--- config.mk ---
export PLATFORM = sky130hd
export DESIGN_NAME = gray_mem_arbiter
export DESIGN_NICKNAME = d
export VERILOG_FILES = /design/src/rtl/lbp_pkg.sv /design/src/rtl/arb_rr_sel.sv /design/src/rtl/gray_mem_arbiter.sv
export SDC_FILE = /design/constraint.sdc
export NUM_CORES = 1
export LEC_CHECK = 0
export CAP_MARGIN = 25
export CORE_ASPECT_RATIO = 0.6
export CORE_UTILIZATION = 42
export CTS_CLUSTER_SIZE = 16
export DETAILED_ROUTE_END_ITERATION = 12
export PLACE_DENSITY = 0.85
export SYNTH_ARGS = -nofsm -noshare
export SYNTH_HDL_FRONTEND = slang
export SYNTH_HIERARCHICAL = 1
export SYNTH_SLANG_ARGS = --single-unit
--- constraint.sdc ---
create_clock -name clk -period 4.8 [get_ports clk]
set_input_delay 0.96 -clock clk [delete_from_list [all_inputs] [get_ports clk]]
set_output_delay 0.96 -clock clk [all_outputs]
set_load 0.02 [all_outputs]
--- src/rtl/lbp_pkg.sv ---
// lbp_pkg -- shared constants and types for the gray-image memory arbiter.
//   LBP_ADDR_W / LBP_DATA_W : gray-image memory address ({row,col}) and pixel widths
//   LBP_MAX_BURST           : beats one owner may take while the other port waits
//   arb_state_t             : arbiter ownership state
//   pack_addr()             : build a memory address from row/col
//   own_state()             : ownership state for a port index
package lbp_pkg;

    localparam int LBP_ROW_W     = 7;
    localparam int LBP_COL_W     = 7;
    localparam int LBP_ADDR_W    = LBP_ROW_W + LBP_COL_W;
    localparam int LBP_DATA_W    = 8;
    localparam int LBP_MAX_BURST = 9;   // one 3x3 window fetch

    typedef enum logic [1:0] {
        IDLE = 2'd0,
        OWN0 = 2'd1,
        OWN1 = 2'd2
    } arb_state_t;

    function automatic logic [LBP_ADDR_W-1:0] pack_addr(
        input logic [LBP_ROW_W-1:0] row,
        input logic [LBP_COL_W-1:0] col
    );
        return {row, col};
    endfunction

    function automatic arb_state_t own_state(input logic port);
        return port ? OWN1 : OWN0;
    endfunction

endpackage

--- src/rtl/arb_rr_sel.sv ---
// arb_rr_sel -- combinational 2-way round-robin pick.
//   req        in   2   request vector {req1, req0}
//   last_owner in   1   port that owned the memory most recently
//   any        out  1   at least one request present
//   pick       out  1   selected port index (valid when any=1)
module arb_rr_sel (
    input  logic [1:0] req,
    input  logic       last_owner,
    output logic       any,
    output logic       pick
);

    // On a tie the port that did not own last wins; otherwise the lone requester.
    assign any  = |req;
    assign pick = (&req) ? ~last_owner : req[1];

endmodule

--- src/rtl/gray_mem_arbiter.sv ---
// gray_mem_arbiter -- shares the gray-image memory read port between the LBP
// window fetcher (port 0) and a secondary reader (port 1). Round-robin ownership
// with burst locking so a 9-beat window fetch stays contiguous; read data is
// routed back to the port that issued the beat.
//   clk, reset          clock, synchronous active-high reset
//   req0/1, addr0/1     requester read request (held until accepted) and address
//   gnt0/1              port owns the memory this cycle
//   rvalid0/1, rdata0/1 registered read return, 2 cycles after acceptance
//   mem_req, mem_addr   request/address to memory
//   mem_ready           memory accepts the request this cycle
//   mem_data            memory data, valid the cycle after acceptance
//   busy                ownership held or a return still in flight
module gray_mem_arbiter
    import lbp_pkg::*;
#(
    parameter int ADDR_W    = LBP_ADDR_W,
    parameter int DATA_W    = LBP_DATA_W,
    parameter int MAX_BURST = LBP_MAX_BURST
) (
    input  logic              clk,
    input  logic              reset,
    input  logic              req0,
    input  logic [ADDR_W-1:0] addr0,
    input  logic              req1,
    input  logic [ADDR_W-1:0] addr1,
    output logic              gnt0,
    output logic              gnt1,
    output logic              rvalid0,
    output logic [DATA_W-1:0] rdata0,
    output logic              rvalid1,
    output logic [DATA_W-1:0] rdata1,
    output logic              mem_req,
    output logic [ADDR_W-1:0] mem_addr,
    input  logic              mem_ready,
    input  logic [DATA_W-1:0] mem_data,
    output logic              busy
);

    localparam int CNT_W = $clog2(MAX_BURST + 1);

    arb_state_t       state;
    logic             last_owner;
    logic [CNT_W-1:0] burst_cnt;
    logic             ret_pend;
    logic             ret_port;

    logic own_idx, own_req, oth_req, beat, burst_end, leave;
    logic pick_any, pick_port;

    arb_rr_sel u_sel (
        .req        ({req1, req0}),
        .last_owner (last_owner),
        .any        (pick_any),
        .pick       (pick_port)
    );

    assign gnt0 = (state == OWN0);
    assign gnt1 = (state == OWN1);

    always_comb begin
        mem_req  = 1'b0;
        mem_addr = '0;
        case (state)
            OWN0: begin
                mem_req  = req0;
                mem_addr = addr0;
            end
            OWN1: begin
                mem_req  = req1;
                mem_addr = addr1;
            end
            default: ;
        endcase
    end

    assign own_idx = gnt1;
    assign own_req = gnt1 ? req1 : req0;
    assign oth_req = gnt1 ? req0 : req1;
    assign beat    = mem_req & mem_ready;

    // >= rather than == so an owner that ran past the limit while alone still
    // hands over on its next beat once the other port starts asking.
    assign burst_end = beat && (burst_cnt >= CNT_W'(MAX_BURST - 1));

    // A dropped request and a forced switch both go to the same target, so the
    // drop simply wins by being folded into the same exit.
    assign leave = ~own_req | (burst_end & oth_req);

    assign busy = (state != IDLE) | ret_pend | rvalid0 | rvalid1;

    always_ff @(posedge clk) begin
        if (reset) begin
            state      <= IDLE;
            last_owner <= 1'b1;
            burst_cnt  <= '0;
            ret_pend   <= 1'b0;
            ret_port   <= 1'b0;
            rvalid0    <= 1'b0;
            rvalid1    <= 1'b0;
            rdata0     <= '0;
            rdata1     <= '0;
        end else begin
            // Return tag travels with the beat so data lands on the issuing port
            // even if ownership has already moved on.
            ret_pend <= beat;
            if (beat)
                ret_port <= own_idx;

            rvalid0 <= ret_pend & ~ret_port;
            rvalid1 <= ret_pend &  ret_port;
            if (ret_pend & ~ret_port)
                rdata0 <= mem_data;
            if (ret_pend & ret_port)
                rdata1 <= mem_data;

            case (state)
                IDLE: begin
                    burst_cnt <= '0;
                    if (pick_any)
                        state <= own_state(pick_port);
                end
                OWN0, OWN1: begin
                    if (leave) begin
                        last_owner <= own_idx;
                        burst_cnt  <= '0;
                        state      <= oth_req ? own_state(~own_idx) : IDLE;
                    end else if (beat && burst_cnt != CNT_W'(MAX_BURST)) begin
                        burst_cnt <= burst_cnt + 1'b1;
                    end
                end
                default: state <= IDLE;
            endcase
        end
    end

endmodule

==> results of run 1 <==
==> flip-flops by register name, indices dropped and copies added (netlist names) <==
signal and flops:
rdata0 8, rdata1 8, burst_cnt 4, state 2
last_owner 1, ret_pend 1, ret_port 1, rvalid0 1
rvalid1 1
==> cells in the final DEF (no fill, tap or decap), types with 2 or more instances in the layout <==
cell type	count
nand3_1	15
a22o_1	15
nand2b_1	2
clkdlybuf4s50_1	76
inv_1	5
and2_1	2
nor2_1	5
or3_1	2
dfxtp_1	27
a21oi_1	19
ha_1	7
o21ai_0	3
nor2b_1	3
nand2_1	34
clkbuf_8	3
mux2i_1	4
==> power by group <==
part	internal (mW)	switching [mW]
Combinational	0.220	0.236
Sequential	0.241	0.0167
Clock	0.0582	0.0690
Total	0.520	0.321
==> cell families (layout without fill, tap and decap cells) <==
| kind of cell | Yosys count | count (layout) | synth area share (%) |
|---|---|---|---|
| AO/OA/AOI/OAI | 48 | 48 | 24.1 |
| adder cells (fa/ha/maj) | 7 | 7 | 6.02 |
| buffers and inverters | 19 | 85 | 5.85 |
| flip-flops | 27 | 27 | 37.1 |
| multiplexers | 5 | 5 | 3.53 |
| AND/OR/NAND/NOR | 70 | 70 | 23.4 |
==> worst max-delay path, cell delays in order (launching register included) <==
cell and delay [ps]:
dfxtp_1 390, inv_1 80, ha_1 450, and2_1 580, a22o_1 220, clkdlybuf4s50_1 610
==> final cells by class <==
cell class	count	area share, %
multi-input combinational	130	36.8
timing repair buffer	76	33.8
sequential	27	24.0
tap	45	2.50
clock buffer	3	1.83
inverter	5	0.833
clock inverter	1	0.222
==> path summary, 6_finish.rpt <==
| kind | start | to | cells past startpoint |
|---|---|---|---|
| min reg2reg | rdata1[3] | rdata1[3] | 2 |
| max reg2reg | state[0] | burst_cnt[3] | 6 |
| min | rdata1[3] | rdata1[3] | 2 |
| max | state[0] | mem_addr[6] | 5 |
==> routing by layer <==
metal / vias to the layer above / global-route usage [%] / part of all wire (%)
met3: 0 / 4.76 / 4.1
met4: 0 / 1.11 / 0
met1: 699 / 29.8 / 50
met5: - / 0 / 0
li1: 751 / - / -
met2: 37 / 34.9 / 45
==> metrics by stage <==
stage	utilization, %	hold slack [ps]
floorplan	-	445
detailed placement	67.2	449
finish	68.6	459
global route	68.6	478
CTS	68.6	461
global placement	67.2	441
==> metrics, run 1 <==
number of buffers inserted by hold repair at cts 0; number of flops mapped to enable cells by yosys 0; clock skew 2.44 ps; via count 1487; most common library cells after synthesis nand2_1, dfxtp_1, a21oi_1; syn nets 224; fmax 281 MHz; Tcrit/Tclk final 74.1%; vias in the first global route 1220; Root Driver clkbuf_8; post-route cell area 2250 um^2; max_slew headroom 39.1%; post-DP HPWL 3140 um; share of cells above drive strength 1 4.13%; GP Congestion 0.839; count of final hold-check violations 0; Min-Delay Path Class reg -> reg; vias per cell 5.18; Tot Pwr 0.841 mW; Cells after Synth 176; Chip Height 47.6 um; Synth top area share 37.1%; Yosys top cell by area dfxtp_1; Ports 77; die area 3710 um^2; Routed Antenna Nets 0; post-CTS setup buffer count 0; Max-Cap Viols 0; CTS Buf Count 3; DRT Pass-1 Iters 4; Tightest Pin Transition 911 ps; Startpoint Class flop; Layout area overhead 54.8%; Num Clock Sinks 27; Synth warnings 6; Finished Layout Cells 287; clk slew on worst S/H paths 90 ps; synthesized area 1460 um^2; DP Area 2210 um^2; Worst Slack Setup Final 1240 ps; Initial DRC Count 89; FP Rows 16; Die Width 78.0 um; Initial Util 44.3%; H-tree levels 1; first-pass GRT wire length 5890 um; GRT overflow 0; FF+latch area 541 um^2; most common cell in the netlist nand2_1; Seq cells post-synth 27; Seq/Total Area, Yosys 37.1%; n_diodes 0; IO Port Bufs 76; top_reg_cell synth dfxtp_1; Synth area leaders dfxtp_1, a22o_1, nand2_1; worst endpoint required time 3840 ps; Yosys cell types 38; number of remaining DRC errors 0; largest net degree at the start of global routing 28; WL per Instance 13.8 um; fraction of registers with async set/reset 0%; unrepaired setup endpoints after global routing false; Worst setup EP type output port; Leak 0.801 nW; initial antenna violation count 0; Post-CTS Resized 0; final wirelength 3960 um; GRT Total Usage 21.0%; Crit Path Class reg -> out; Sum Neg Setup Slack 0 ps; crit path DAT 2600 ps; worst vdd ir 0.184 mV; Fillers 274; Setup-failing EPs final 0; Slew Viols, Final 0; Core Region 3280 um^2; CTS max path bufs 2; outcome completed; multi-input logic area 830 um^2; nets 291; dpl ws 1390 ps; clk_lat worst skew 270 ps; TritonCTS clock tree done; synthesized area per cell 8.27 um^2; R2R Setup Slk 2420 ps; Final min period 3560 ps; crit path max fanout 17; placed cells 283; P per Cell Area 373 nW/um^2
Power figures use the tool's default switching activity.
==> run 2, diff against run 1 <==
Settings changed: CORE_UTILIZATION 42 to 39, PLACE_DENSITY 0.85 to 0.8.
Clock period 4.8 ns to 3.55 ns, I/O delays scaled along.
==> metrics, run 2 (same netlist as run 1, synthesis figures left out) <==
crit path max fanout 17 (unchanged); Net Switching 0.428 mW (+33%); GRT overflow 0 (unchanged); Internal Dissipation 0.705 mW (+36%); GRT Total Usage 20.9% (-0.10 points); Leak 0.807 nW (+0.86%); via count 1467 (-1.3%); worst vdd ir 0.422 mV (+130%); wl on met1 2070 um (+3.5%); Tightest Pin Transition 649 ps (-262 ps); WP buf/inv 2 (unchanged); outcome completed; Num Clock Sinks 27 (unchanged); Initial Util 42.8% (-1.6 points); H-tree levels 1 (unchanged); Startpoint Class flop; Top Metal Used met4; die area 3990 um^2 (+7.4%); Worst setup EP type output port; Layout area overhead 55.7%; r2r endpoint burst_cnt[3]; CTS max path bufs 2 (unchanged); fmax 298 MHz; Worst Slack Setup Final 190 ps (-1050 ps); CP delay by family, top buffers and inverters; number of buffers inserted by hold repair at cts 0 (unchanged); clk slew on worst S/H paths 90 ps (about the same); Hold Crit Depth 2 (unchanged); Routed Antenna Nets 0 (unchanged); Tcrit/Tclk final 94.7%; post-DP HPWL 3110 um (-1.1%); Core Region 3400 um^2 (+3.7%); R2R cell count 6 (unchanged); CP max stage cell and2_1; FF+latch area 541 um^2 (unchanged); Sw Ratio 37.8% (-0.42 points); TritonCTS clock tree done; nets 293 (+0.69%); commonest non-fill, non-tap cell in the layout clkdlybuf4s50_1; dpl ws 501 ps (-885 ps); Tot Pwr 1.13 mW (+35%); Die Width 80.9 um (+3.7%); met3 WL 180 um (+11%); Setup-failing EPs final 0 (unchanged); multi-input logic area 830 um^2 (unchanged); P per Cell Area 500 nW/um^2 (+34%); vias per cell 5.08 (-2.0%); DRT Pass-1 Iters 4 (unchanged); Core Util, Final 66.6% (-2.0 points); Max-Cap Viols 0 (unchanged); Chip Height 49.3 um (+3.6%); clk_lat worst skew 270 ps (about the same); Min-Delay Path Class reg -> reg; Sum Neg Setup Slack 0 ps (unchanged); Hold Startpoint rdata1[0]; CTS Buf Count 3 (unchanged); Root Driver clkbuf_8; Ports 77 (unchanged); count of final hold-check violations 0 (unchanged); largest net degree at the start of global routing 28 (unchanged); most frequent cells in the layout clkdlybuf4s50_1, nand2_1, dfxtp_1, a21oi_1; placed cells 285 (+0.71%); share of cells above drive strength 1 4.51% (+0.38 points); n_diodes 0 (unchanged); CP cell instances inv_1, ha_1, and2_1, a22o_1, clkdlybuf4s50_1; unrepaired setup endpoints after global routing false; clock power share 15.1% (about the same); initial antenna violation count 0 (unchanged); WL per Instance 13.7 um (-0.89%); R2R Setup Slk 1130 ps (-1290 ps); Worst path max stage delay 600 ps (about the same); first-pass GRT wire length 6400 um (+8.6%); GP Congestion 0.808 (-3.7%); Seq pwr share 30.8% (about the same); crit path DAT 2650 ps (+50 ps); Post-CTS Resized 0 (unchanged); Fillers 315 (+15%); routed wl met2 1660 um (-7.9%); Slew Viols, Final 0 (unchanged); Final min period 3360 ps; reg2reg start state[0]; IO Port Bufs 76 (unchanged); worst endpoint required time 2840 ps (-1000 ps); Finished Layout Cells 289 (+0.70%); Hold Path Sink rdata1[0]; post-CTS setup buffer count 0 (unchanged); number of remaining DRC errors 0 (unchanged); top flop regs rdata0: 8 flops, rdata1: 8 flops, burst_cnt: 4 flops; Initial DRC Count 84 (-5.6%); vias in the first global route 1282 (+5.1%); clock skew 3.42 ps (+0.977 ps); Comb pwr share 54.1% (about the same); final wirelength 3950 um (-0.20%); FP Rows 16 (unchanged); Crit Path Class reg -> out; max_slew headroom 56.7% (+18 points)
-- run 2: cell types whose count changed in the layout (fill, tap and decap cells not counted), sizes merged --
cell | previous run | this run
buf | 0 | 2
clkbuf | 3 | 4
clkinv | 1 | 0
-- run 2: worst reg2reg max path: stages, from the launching register on --
cell and delay [ps]:
dfxtp_1 390, inv_1 80, ha_1 460, and2_1 600, nand3_2 220, a2111o_1 450
a31oi_1 160
-- run 2: final cells by class --
| class | count | share of cell area, % |
|---|---|---|
| Multi-Input combinational cell | 130 | 36.6 |
| Inverter | 5 | 0.828 |
| Tap cell | 45 | 2.48 |
| Clock buffer | 4 | 1.99 |
| Sequential cell | 27 | 23.9 |
| Timing Repair Buffer | 78 | 34.2 |
-- run 2: worst max-delay path by stage --
stage | from | to | slack (ps) | cells past startpoint
floorplan | state[0] | mem_addr[0] | 1140 | 7
global placement | state[0] | mem_addr[9] | 590 | 5
detailed placement | state[0] | mem_addr[9] | 500 | 5
CTS | state[0] | mem_addr[9] | 200 | 5
global route | state[0] | mem_addr[13] | 80 | 5
finish | state[0] | mem_addr[3] | 190 | 5
-- run 2: power by group through the flow --
| stage | Combinational [mW] | Clock, mW | Sequential (mW) |
|---|---|---|---|
| 2_1_floorplan | 0.415 | 0 | 0.354 |
| 3_3_place_gp | 0.604 | 0 | 0.355 |
| 3_5_place_dp | 0.610 | 0 | 0.357 |
| 4_1_cts | 0.612 | 0.174 | 0.350 |
| 5_1_grt | 0.655 | 0.187 | 0.354 |
| 6_report | 0.612 | 0.171 | 0.349 |
-- run 2: stage by stage --
step                cell area, um^2  hold WS [ps]
global route                   2270           475
floorplan                      1460           445
finish                         2270           456
global placement               2220           444
CTS                            2270           460
detailed placement             2220           448
-- run 2: layer usage --
metal / GRT usage (%) / vias up
met3: 5.23 / 6
met4: 4.17 / 0
met2: 28.7 / 32
met5: 0 / -
li1: - / 754
met1: 32.0 / 675
